[config.mk]
export PLATFORM = sky130hd
export DESIGN_NAME = mt_frame_seq_flat
export DESIGN_NICKNAME = d
export VERILOG_FILES = /design/src/rtl/mt_seq_pkg.sv /design/src/rtl/mt_frame_seq_if.sv /design/src/rtl/mt_seq_wdog.sv /design/src/rtl/mt_frame_seq.sv /design/src/flat_wrapper.sv
export SDC_FILE = /design/constraint.sdc
export NUM_CORES = 1
export LEC_CHECK = 0
export ABC_AREA = 0
export CORE_ASPECT_RATIO = 1.1
export CORE_MARGIN = 2
export CORE_UTILIZATION = 44
export DETAILED_ROUTE_END_ITERATION = 8
export PLACE_DENSITY = 0.77
export SETUP_SLACK_MARGIN = 0.2
export SYNTH_ARGS = -nofsm -noshare
export SYNTH_HDL_FRONTEND = slang
export SYNTH_SLANG_ARGS = --single-unit
[constraint.sdc]
create_clock -name clk -period 2 [get_ports clk]
set_input_delay 0.2 -clock clk [delete_from_list [all_inputs] [get_ports clk]]
set_output_delay 0.2 -clock clk [all_outputs]
set_load 0.02 [all_outputs]
[src/rtl/mt_seq_pkg.sv]
// mt_seq_pkg
//   Shared types and constants for the MT frame-count sequencer:
//   - mt_seq_state_e : sequencer state encoding
//   - MT_FUNC_*      : tape function codes carried on func
//   - MT_FC_TERMINAL : MTFC value whose increment ends the count
//   - is_terminal()  : terminal-count test on an MTFC value
package mt_seq_pkg;

  typedef enum logic [2:0] {
    ST_IDLE    = 3'd0,
    ST_START   = 3'd1,
    ST_WAITRDY = 3'd2,
    ST_REQ     = 3'd3,
    ST_INC     = 3'd4,
    ST_SKIP    = 3'd5,
    ST_DONE    = 3'd6
  } mt_seq_state_e;

  localparam logic [1:0] MT_FUNC_WRITE = 2'b00;
  localparam logic [1:0] MT_FUNC_READ  = 2'b01;
  localparam logic [1:0] MT_FUNC_SPACE = 2'b10;
  localparam logic [1:0] MT_FUNC_RSVD  = 2'b11;

  localparam logic [15:0] MT_FC_TERMINAL = 16'hFFFF;

  // MTFC holds a negative count, so the unit moved while it reads FFFF is the last one.
  function automatic logic is_terminal(input logic [15:0] fc);
    return (fc == MT_FC_TERMINAL);
  endfunction

endpackage

[src/rtl/mt_frame_seq_if.sv]
// mt_frame_seq_if
//   Bundles the function-decoder, tape-path, data-buffer and status signals
//   of the MT frame sequencer.
//   master : the surrounding MT logic (drives go/func/abort/mtFC/tape/buffer inputs)
//   slave  : the sequencer (drives bufREQ, mtINCFC, busy, done and status flags)
interface mt_frame_seq_if;

  logic        go;
  logic [1:0]  func;
  logic        abort;
  logic [15:0] mtFC;
  logic        frmRDY;
  logic        eor;
  logic        tmk;
  logic        bufACK;
  logic        bufREQ;
  logic        mtINCFC;
  logic        busy;
  logic        done;
  logic        fceERR;
  logic        tmkFLG;
  logic        shortREC;
  logic        toERR;

  modport master (
    output go, func, abort, mtFC, frmRDY, eor, tmk, bufACK,
    input  bufREQ, mtINCFC, busy, done, fceERR, tmkFLG, shortREC, toERR
  );

  modport slave (
    input  go, func, abort, mtFC, frmRDY, eor, tmk, bufACK,
    output bufREQ, mtINCFC, busy, done, fceERR, tmkFLG, shortREC, toERR
  );

endinterface

[src/rtl/mt_seq_wdog.sv]
// mt_seq_wdog
//   Dwell-time counter for the sequencer watchdog.
//   clk, rst : clock, synchronous active-high reset
//   restart  : state is changing this cycle; counter reloads to zero
//   arm      : current state is one the watchdog guards
//   fire     : armed and this is cycle TIMEOUT spent in the current state
module mt_seq_wdog #(
  parameter int TIMEOUT = 4096
) (
  input  logic clk,
  input  logic rst,
  input  logic restart,
  input  logic arm,
  output logic fire
);

  localparam int CW = $clog2(TIMEOUT + 1);
  localparam logic [CW-1:0] LIMIT = CW'(TIMEOUT - 1);

  logic [CW-1:0] cnt_q, cnt_d;

  // Count cycles spent in the current state, saturating at the limit.
  always_comb begin
    cnt_d = cnt_q;
    if (restart) begin
      cnt_d = '0;
    end else if (cnt_q != LIMIT) begin
      cnt_d = cnt_q + CW'(1);
    end else begin
      cnt_d = cnt_q;
    end
  end

  // Counter register.
  always_ff @(posedge clk) begin
    if (rst) begin
      cnt_q <= '0;
    end else begin
      cnt_q <= cnt_d;
    end
  end

  assign fire = arm && (cnt_q == LIMIT);

endmodule

[src/rtl/mt_frame_seq.sv]
// mt_frame_seq
//   Moves frames (WRITE/READ) or records (SPACE) one unit at a time between the
//   tape data path and the massbus data buffer, pulsing mtINCFC once per unit,
//   and reports busy/done/error status.
//   clk, rst : clock, synchronous active-high reset
//   bus      : mt_frame_seq_if.slave
//              in : go, func, abort, mtFC, frmRDY, eor, tmk, bufACK
//              out: bufREQ, mtINCFC, busy, done, fceERR, tmkFLG, shortREC, toERR
//   Build option: define MT_SEQ_WATCHDOG_EN to include the TIMEOUT-cycle
//   watchdog on WAITRDY/REQ/SKIP; without it toERR stays 0.
module mt_frame_seq
  import mt_seq_pkg::*;
#(
  parameter int TIMEOUT = 4096
) (
  input  logic              clk,
  input  logic              rst,
  mt_frame_seq_if.slave     bus
);

  mt_seq_state_e state_q, state_d;
  logic [1:0]    func_q, func_d;
  logic          eor_seen_q, eor_seen_d;
  logic          fce_q, fce_d;
  logic          tmk_q, tmk_d;
  logic          short_q, short_d;
  logic          to_q, to_d;
  logic          bufreq_q, bufreq_d;
  logic          inc_q, inc_d;
  logic          busy_q, busy_d;
  logic          done_q, done_d;
  logic          skip_inc_s;
  logic          is_read_s;
  logic          wdog_fire_s;

  assign is_read_s = (func_q == MT_FUNC_READ);

`ifdef MT_SEQ_WATCHDOG_EN
  logic wdog_arm_s;
  assign wdog_arm_s = (state_q == ST_WAITRDY) || (state_q == ST_REQ) || (state_q == ST_SKIP);

  mt_seq_wdog #(
    .TIMEOUT (TIMEOUT)
  ) u_wdog (
    .clk     (clk),
    .rst     (rst),
    .restart (state_d != state_q),
    .arm     (wdog_arm_s),
    .fire    (wdog_fire_s)
  );
`else
  assign wdog_fire_s = 1'b0;
`endif

  // Next-state and sticky-flag logic; abort outranks every other event.
  always_comb begin
    state_d    = state_q;
    func_d     = func_q;
    eor_seen_d = eor_seen_q;
    fce_d      = fce_q;
    tmk_d      = tmk_q;
    short_d    = short_q;
    to_d       = to_q;
    skip_inc_s = 1'b0;

    if (bus.abort && (state_q != ST_IDLE) && (state_q != ST_DONE)) begin
      state_d = ST_DONE;
    end else if (wdog_fire_s) begin
      to_d    = 1'b1;
      state_d = ST_DONE;
    end else begin
      case (state_q)
        ST_IDLE: begin
          if (bus.go) begin
            fce_d   = 1'b0;
            tmk_d   = 1'b0;
            short_d = 1'b0;
            to_d    = 1'b0;
            if (bus.func == MT_FUNC_RSVD) begin
              fce_d   = 1'b1;
              state_d = ST_DONE;
            end else begin
              func_d  = bus.func;
              state_d = ST_START;
            end
          end else begin
            state_d = ST_IDLE;
          end
        end
        ST_START: begin
          eor_seen_d = 1'b0;
          state_d    = (func_q == MT_FUNC_SPACE) ? ST_SKIP : ST_WAITRDY;
        end
        ST_WAITRDY: begin
          if (is_read_s && bus.tmk) begin
            tmk_d   = 1'b1;
            state_d = ST_DONE;
          end else if (is_read_s && bus.eor) begin
            short_d = 1'b1;
            state_d = ST_DONE;
          end else if (bus.frmRDY) begin
            state_d = ST_REQ;
          end else begin
            state_d = ST_WAITRDY;
          end
        end
        ST_REQ: begin
          if (is_read_s && bus.tmk) begin
            tmk_d   = 1'b1;
            state_d = ST_DONE;
          end else begin
            // An eor during the transfer is remembered; the frame still completes.
            if (is_read_s && bus.eor) begin
              eor_seen_d = 1'b1;
            end else begin
              eor_seen_d = eor_seen_q;
            end
            if (bus.bufACK) begin
              state_d = ST_INC;
            end else begin
              state_d = ST_REQ;
            end
          end
        end
        ST_INC: begin
          if (is_terminal(bus.mtFC)) begin
            // READ with the record still running overruns: flag it and drain to eor.
            if (is_read_s && !(eor_seen_q || bus.eor)) begin
              fce_d   = 1'b1;
              state_d = ST_SKIP;
            end else begin
              state_d = ST_DONE;
            end
          end else if (is_read_s && (eor_seen_q || bus.eor)) begin
            short_d = 1'b1;
            state_d = ST_DONE;
          end else begin
            state_d = ST_WAITRDY;
          end
        end
        ST_SKIP: begin
          if (bus.tmk) begin
            tmk_d   = 1'b1;
            state_d = ST_DONE;
          end else if (bus.eor) begin
            if (func_q == MT_FUNC_SPACE) begin
              skip_inc_s = 1'b1;
              state_d    = is_terminal(bus.mtFC) ? ST_DONE : ST_SKIP;
            end else begin
              state_d = ST_DONE;
            end
          end else begin
            state_d = ST_SKIP;
          end
        end
        ST_DONE: begin
          state_d = ST_IDLE;
        end
        default: begin
          state_d = ST_IDLE;
        end
      endcase
    end

    bufreq_d = (state_d == ST_REQ);
    inc_d    = (state_d == ST_INC) || skip_inc_s;
    busy_d   = (state_d != ST_IDLE);
    done_d   = (state_d == ST_DONE);
  end

  // State, latched function and registered outputs.
  always_ff @(posedge clk) begin
    if (rst) begin
      state_q    <= ST_IDLE;
      func_q     <= 2'b00;
      eor_seen_q <= 1'b0;
      fce_q      <= 1'b0;
      tmk_q      <= 1'b0;
      short_q    <= 1'b0;
      to_q       <= 1'b0;
      bufreq_q   <= 1'b0;
      inc_q      <= 1'b0;
      busy_q     <= 1'b0;
      done_q     <= 1'b0;
    end else begin
      state_q    <= state_d;
      func_q     <= func_d;
      eor_seen_q <= eor_seen_d;
      fce_q      <= fce_d;
      tmk_q      <= tmk_d;
      short_q    <= short_d;
      to_q       <= to_d;
      bufreq_q   <= bufreq_d;
      inc_q      <= inc_d;
      busy_q     <= busy_d;
      done_q     <= done_d;
    end
  end

  assign bus.bufREQ   = bufreq_q;
  assign bus.mtINCFC  = inc_q;
  assign bus.busy     = busy_q;
  assign bus.done     = done_q;
  assign bus.fceERR   = fce_q;
  assign bus.tmkFLG   = tmk_q;
  assign bus.shortREC = short_q;
  assign bus.toERR    = to_q;

endmodule

[src/flat_wrapper.sv]
// flat-port wrapper written by rule: the top's interface ports become plain ports
module mt_frame_seq_flat import mt_seq_pkg::*;
#(
  parameter int TIMEOUT = 4096
)
  (clk, rst, bus_go, bus_func, bus_abort, bus_mtFC, bus_frmRDY, bus_eor, bus_tmk, bus_bufACK, bus_bufREQ, bus_mtINCFC, bus_busy, bus_done, bus_fceERR, bus_tmkFLG, bus_shortREC, bus_toERR);
  mt_frame_seq_if bus_i ();
  input  logic clk;
  input  logic rst;
  input wire logic [$bits(bus_i.go)-1:0] bus_go;
  input wire logic [$bits(bus_i.func)-1:0] bus_func;
  input wire logic [$bits(bus_i.abort)-1:0] bus_abort;
  input wire logic [$bits(bus_i.mtFC)-1:0] bus_mtFC;
  input wire logic [$bits(bus_i.frmRDY)-1:0] bus_frmRDY;
  input wire logic [$bits(bus_i.eor)-1:0] bus_eor;
  input wire logic [$bits(bus_i.tmk)-1:0] bus_tmk;
  input wire logic [$bits(bus_i.bufACK)-1:0] bus_bufACK;
  output wire logic [$bits(bus_i.bufREQ)-1:0] bus_bufREQ;
  output wire logic [$bits(bus_i.mtINCFC)-1:0] bus_mtINCFC;
  output wire logic [$bits(bus_i.busy)-1:0] bus_busy;
  output wire logic [$bits(bus_i.done)-1:0] bus_done;
  output wire logic [$bits(bus_i.fceERR)-1:0] bus_fceERR;
  output wire logic [$bits(bus_i.tmkFLG)-1:0] bus_tmkFLG;
  output wire logic [$bits(bus_i.shortREC)-1:0] bus_shortREC;
  output wire logic [$bits(bus_i.toERR)-1:0] bus_toERR;
  assign bus_i.go = bus_go;
  assign bus_i.func = bus_func;
  assign bus_i.abort = bus_abort;
  assign bus_i.mtFC = bus_mtFC;
  assign bus_i.frmRDY = bus_frmRDY;
  assign bus_i.eor = bus_eor;
  assign bus_i.tmk = bus_tmk;
  assign bus_i.bufACK = bus_bufACK;
  assign bus_bufREQ = bus_i.bufREQ;
  assign bus_mtINCFC = bus_i.mtINCFC;
  assign bus_busy = bus_i.busy;
  assign bus_done = bus_i.done;
  assign bus_fceERR = bus_i.fceERR;
  assign bus_tmkFLG = bus_i.tmkFLG;
  assign bus_shortREC = bus_i.shortREC;
  assign bus_toERR = bus_i.toERR;
  mt_frame_seq #(.TIMEOUT(TIMEOUT)) u_core (.clk(clk), .rst(rst), .bus(bus_i));
endmodule
==> Word-level counts from Yosys, hierarchy flattened <==
Index checks and enable logic that the tools add are counted.
{ "totals": {"n_memories": 0, "ramBits": 0, "inputBits": 26, "mem_bits_ro": 0, "ff_bits": 13, "latchBits": 0, "word_cells": 95} }
{ "classes": {"mul": 0, "bitwise": 2, "eq_ne": 24, "reduce_logical": 22, "n_div": 0, "magnitude_cmp": 0, "n_mux": 37, "add_sub_neg": 0, "shifts": 0} }
{ "ops": {"columns": ["op", "count"], "rows": [
  ["2-to-1 mux 3 bit", 13],
  ["one-hot mux 3 bit (6 select lines)", 1],
  ["2-to-1 mux 1 bit", 17],
  ["== test 16 bit (second input constant)", 1],
  ["== test 3 bit (second input constant)", 4],
  ["!= test 2 x 1 -> 1 bit (second input constant)", 6],
  ["nonzero test 3 bit", 4],
  ["!= test 2 bit (second input constant)", 5],
  ["AND reduction 5 bit", 2],
  ["== test 3 x 2 -> 1 bit (second input constant)", 3],
  ["AND reduction 4 bit", 2],
  ["AND reduction 7 bit", 1],
  ["logical AND 1 bit", 6],
  ["one-hot mux 1 bit (3 select lines)", 2],
  ["== test 2 bit (second input constant)", 2],
  ["2-to-1 mux 2 bit", 2],
  ["one-hot mux 1 bit (2 select lines)", 2],
  ["nonzero test 2 bit", 2],
  ["== test 3 x 1 -> 1 bit (second input constant)", 1],
  ["logical NOT 3 bit", 1],
  ["!= test 3 bit (second input constant)", 1],
  ["== test 2 x 1 -> 1 bit (second input constant)", 1],
  ["logical OR 1 bit", 2],
  ["NOT 1 bit", 2],
  ["2 further kinds", 2]
]} }

==> Longest topological paths before layout <==
{ "depth": {"depth_word": 9, "mapped_depth": 6, "ltp_nobuf": 5} }

==> Worst setup path after synthesis <==
OpenSTA, ideal clock, no wires.
{ "synth_timing": {"path_kind": "reg-to-reg", "start": "register u_core.state_q[2]", "end": "register u_core.busy_q, in the netlist u_core.bus.busy", "setup_time_ns": 0.135, "path_slack_ns": 0.457, "synth_period_minus_slack_ns": 1.543, "arrival_ns": 1.408, "stages_incl_launch_ff": 6, "t_required_ns": 1.865, "n_path_buf": 0, "path_cell_list": "dfxtp_1 > nor2b_2 > o31ai_2 > nand2_1 > nor4b_4 > a31oi_1"} }
{ "synth_between": {"elab_chain_len": 5, "elab_cells_between_ends": 13, "classes_between": "6 x eq/ne; 2 x mux; 5 x reduce/logical"} }
{ "synth_rtl": {"columns": ["element", "line_no", "rtl"], "rows": [
  ["start: declaration", "mt_frame_seq.sv:21", "mt_seq_state_e state_q, state_d;"],
  ["start signal: assignment", "mt_frame_seq.sv:186", "state_q <= state_d;"],
  ["parallel branches: the longest is 3 deep, another holds one-hot mux 3 bit (6 select lines)", null, null],
  ["2-to-1 mux 3 bit *", "mt_frame_seq.sv:66", "if (bus.abort && (state_q != ST_IDLE) && (state_q != ST_DONE)) begin"],
  ["nonzero test 3 bit *", "mt_frame_seq.sv:167", "busy_d = (state_d != ST_IDLE);"],
  ["end signal: assignment", "mt_frame_seq.sv:195", "busy_q <= busy_d;"],
  ["end: declaration", "mt_frame_seq.sv:30", "logic busy_q, busy_d;"]
]} }
Mark *: on every way between the ends.
A chain may end at the register's enable or synchronous reset.

==> Worst setup path after layout <==
{ "layout_timing": {"start": "input bus_mtFC[15]", "end": "register u_core.inc_q, in the netlist u_core.bus.mtINCFC"} }
{ "layout_between": {"elab_chain_len": 9, "elab_cells_between_ends": 10, "classes_between": "2 x eq/ne; 7 x mux; 1 x reduce/logical"} }
{ "layout_rtl": {"columns": ["element", "line_no", "rtl"], "rows": [
  ["start: declaration", "flat_wrapper.sv:13", "input wire logic [$bits(bus_i.mtFC)-1:0] bus_mtFC;"],
  ["== test 16 bit *", "mt_seq_pkg.sv:28", "return (fc == MT_FC_TERMINAL);"],
  ["2-to-1 mux 2 bit", "mt_frame_seq.sv:148", "state_d = is_terminal(bus.mtFC) ? ST_DONE : ST_SKIP;"],
  ["2-to-1 mux 3 bit", "mt_frame_seq.sv:146", "if (func_q == MT_FUNC_SPACE) begin"],
  ["2-to-1 mux 3 bit", "mt_frame_seq.sv:145", "end else if (bus.eor) begin"],
  ["2-to-1 mux 3 bit", "mt_frame_seq.sv:142", "if (bus.tmk) begin"],
  ["one-hot mux 3 bit (6 select lines) *", "mt_frame_seq.sv:72", "case (state_q)"],
  ["2-to-1 mux 3 bit *", "mt_frame_seq.sv:66", null],
  ["== test 3 bit *", "mt_frame_seq.sv:166", "inc_d = (state_d == ST_INC) || skip_inc_s;"],
  ["logical OR 1 bit *", "mt_frame_seq.sv:166", null],
  ["end signal: assignment", "mt_frame_seq.sv:194", "inc_q <= inc_d;"],
  ["end: declaration", "mt_frame_seq.sv:29", "logic inc_q, inc_d;"]
]} }
Mark *: on every way between the ends. The rest lies on a longest branch, timed or not.

==> reports/results.tsv <==
stage	metric	value	unit
cts	Root Driver	clkbuf_4	
drt	DR vias/cell	5.96	
job	Max-Cap Viols	0	
power_and_ir_drop	Pwr Total	1.59	mW
synthesis	Netlist cell types	49	
global_route	Total GRT Usage	24.0	%
drt	Final ANT Viol Nets	0	
placed_design	Port Buffer Count	32	
sta	final hold violations	0	
global_route	total grt overflow	0	
drt	via count	1078	
drt	wire length per cell	17.0	µm
finish	most common cell after layout, fill and taps aside	clkdlybuf4s50_1	
die	I/O Pins	34	
synthesis	synthesized area per cell	8.40	µm²
synthesis	Synth top area share	27.9	%
setup_path	CP Class	input pin to flop	
drt	WL final	3080	µm
synthesis	Area contributors post-synth	dfxtp_1 (28%), a21oi_1 (4.3%), nor2_1 (3.6%), nor2b_1 (3.4%), nor3_1 (3.2%)	
sta	hold slack	0.464	ns
global_route	pin count of the biggest net entering global routing	11	
finish	most frequent cells in the layout	clkdlybuf4s50_1 (20), dlymetal6s2s_1 (12), buf_4 (11), dfxtp_1 (10), nor2_1 (9)	
sta	Highest Clock Rate	0.581	GHz
cts	CTS tree	done	
synthesis	Seq/Total Area, Yosys	27.9	%
setup_path	Reg2Reg Launch Point	u_core.state_q[0]	
setup_path	Worst setup EP type	flop	
min_path	worst min-delay path category	flop to flop	
drt	Pre-antenna DRT Iters	4	
drt	DRC Markers	0	
die	FP Rows	17	
drt	DR iter-0 viols	38	
placed_design	GPL Wtd Cong	0.915	
setup_path	Req. time, crit path	2.24	ns
placed_design	detailed placer's ending HPWL	2230	µm
die	Core Region	2000	µm²
power_and_ir_drop	Clk pwr share	11.1	%
synthesis	post-synthesis register bit count	13	
finish	share of post-route cells with drive strength above 1	22.9	%
die	Die X	47.9	µm
cts	CTS HTree Levels	1	
min_path	Hold Path Depth	2	
finish	final instance area	1430	µm²
synthesis	Syn Std Cell Area	932	µm²
finish	post-route core utilization	71.5	%
setup_path	slowest CP cell	clkdlybuf4s50_1	
setup_path	crit path DAT	1.96	ns
sta	RSZ-0062 raised after global routing	no	
synthesis	leading area contributor after synthesis	dfxtp_1	
setup_path	crit-path cells	clkdlybuf4s50_1 > nand4_1 > o41ai_2 > buf_4 > a21oi_4 > o41ai_4 > a31o_1	
setup_path	Worst Path Max Fanout	4	
cts	Clock Sinks	13	
global_route	first-pass GRT wire length	4200	µm
setup_path	Critical Path Max Stage Delay	0.47	ns
finish	Ant. Diodes	0	
finish	fin nets	180	
power_and_ir_drop	Switching Share	44.2	%
finish	P&R area growth vs syn	53.4	%
setup_path	startpoint types	input pin	
cts	Clk pin slew, worst setup/hold paths	0.09	ns
power_and_ir_drop	P_int	890	µW
min_path	HP Start	u_core.bus.fceERR	
sta	Pins Over Slew Limit	0	
power_and_ir_drop	peak supply drop	0.859	mV
die	starting density of the core	46.6	%
sta	Max Clock Skew	0.00259	ns
cts	cts bufs inserted	3	
power_and_ir_drop	P_leak	0.627	nW
synthesis	yosys warns	0	
die	die area	2500	µm²
global_route	vias in the first global route	987	
run_status	outcome	finished clean	
power_and_ir_drop	Comb pwr share	60.0	%
synthesis	Synth Net Count	137	
sta	endpoints failing setup	0	
cts	Clk Latency, worst-skew pair	0.29	ns
cts	Clock Path Buffers	2	
power_and_ir_drop	Net Sw Power	705	µW
setup_path	FF-to-FF path depth	5	
sta	fin crit period	1.72	ns
power_and_ir_drop	sequential fraction of design power	28.9	%
power_and_ir_drop	power per cell area	1120	nW/µm²
setup_path	Worst Setup SP	bus_mtFC[15]	
global_route	initial antenna violation count	0	
die	height of the die	52.3	µm
placed_design	placed cell areas	1340	µm²
sta	Tcrit/Tclk final	86.1	%
synthesis	Cells after Synth	111	
layer usage:
layer	GRT usage (%)	vias to the layer above	wire length, µm
li1	-	506	-
met1	27.3	506	1160
met2	40.4	53	1560
met3	3.45	13	233
met4	14.4	0	125
met5	0	-	0
cell families after synthesis:
family          share of synthesized area [%]
compound gates                           31.4
flops                                    27.9
simple gates                             34.9
other cells                             0.402
buf+inv                                  5.37
power by group through the flow:
stage	registers (mW)	logic, mW	clock network, mW
after floorplan	0.478	0.568	0
after global placement	0.451	0.929	0
after detailed placement	0.455	0.936	0
after CTS	0.450	0.942	0.181
after global routing	0.469	1.04	0.188
final	0.461	0.957	0.177
flip-flops by register name, indices dropped and copies added, names as in the netlist:
register,count
u_core.bus.tmkFLG,1
u_core.state_q,3
u_core.bus.bufREQ,1
u_core.bus.busy,1
u_core.eor_seen_q,1
u_core.bus.shortREC,1
u_core.bus.mtINCFC,1
u_core.bus.done,1
u_core.bus.fceERR,1
u_core.func_q,2
critical path: cells and delay by family:
family                 cells  cell delay (ns)
buffers and inverters      2             0.66
AOI/OAI and AO/OA          4             0.89
and+or+nand+nor            1             0.21
stage by stage:
step / TNS [ns] / instances / setup WS [ns]
2_1_floorplan: 0 / 111 / 0.457
3_3_place_gp: -0.151 / 177 / -0.0635
3_5_place_dp: -0.242 / 177 / -0.0809
4_1_cts: 0 / 181 / 0.212
5_1_grt: 0 / 181 / 0.166
6_report: 0 / 181 / 0.278
what timing repair did:
item,CTS,global route
setup endpoints to repair,0,8
endpoints found under the hold margin,0,0
gates resized for setup,0,20
hold buffers,0,0
setup buffers,0,0
path summary, 6_finish.rpt:
kind | endpoint | slack, ns
worst max register to register | u_core.bus.busy | 0.29
worst min register to register | u_core.bus.fceERR | 0.46
worst min-delay path | u_core.bus.fceERR | 0.46
worst max-delay path | u_core.bus.mtINCFC | 0.28
final cells by class:
class	instances	area, µm²
multi-input combinational	88	652
fill	173	569
sequential	13	264
timing repair buffer	43	433
inverter	5	18.8
tap	28	35.0
clock inverter	1	5.00
clock buffer	3	22.5
cells in the mapped netlist, drive strengths merged:
master,instances
o41ai,2
nor4,2
o21ai,3
nor3b,1
nand2,5
a32o,1
nor2,10
nand3b,3
and2b,1
and2,2
nor3,6
and4,1
o211a,1
o2bb2ai,1
nor2b,6
a211oi,4
dfxtp,13
nand2b,2
nand4,5
a211o,1
a31o,1
buf,3
inv,5
or2,1
clkbuf,2
o21ba,2
a21oi,9
conb,1
or4b,1
nor4b,2
o2111ai,1
a31oi,4
o21a,2
o22ai,1
nand3,2
o31ai,3
a32oi,1
No activity file was read; power rests on OpenSTA's default activity.
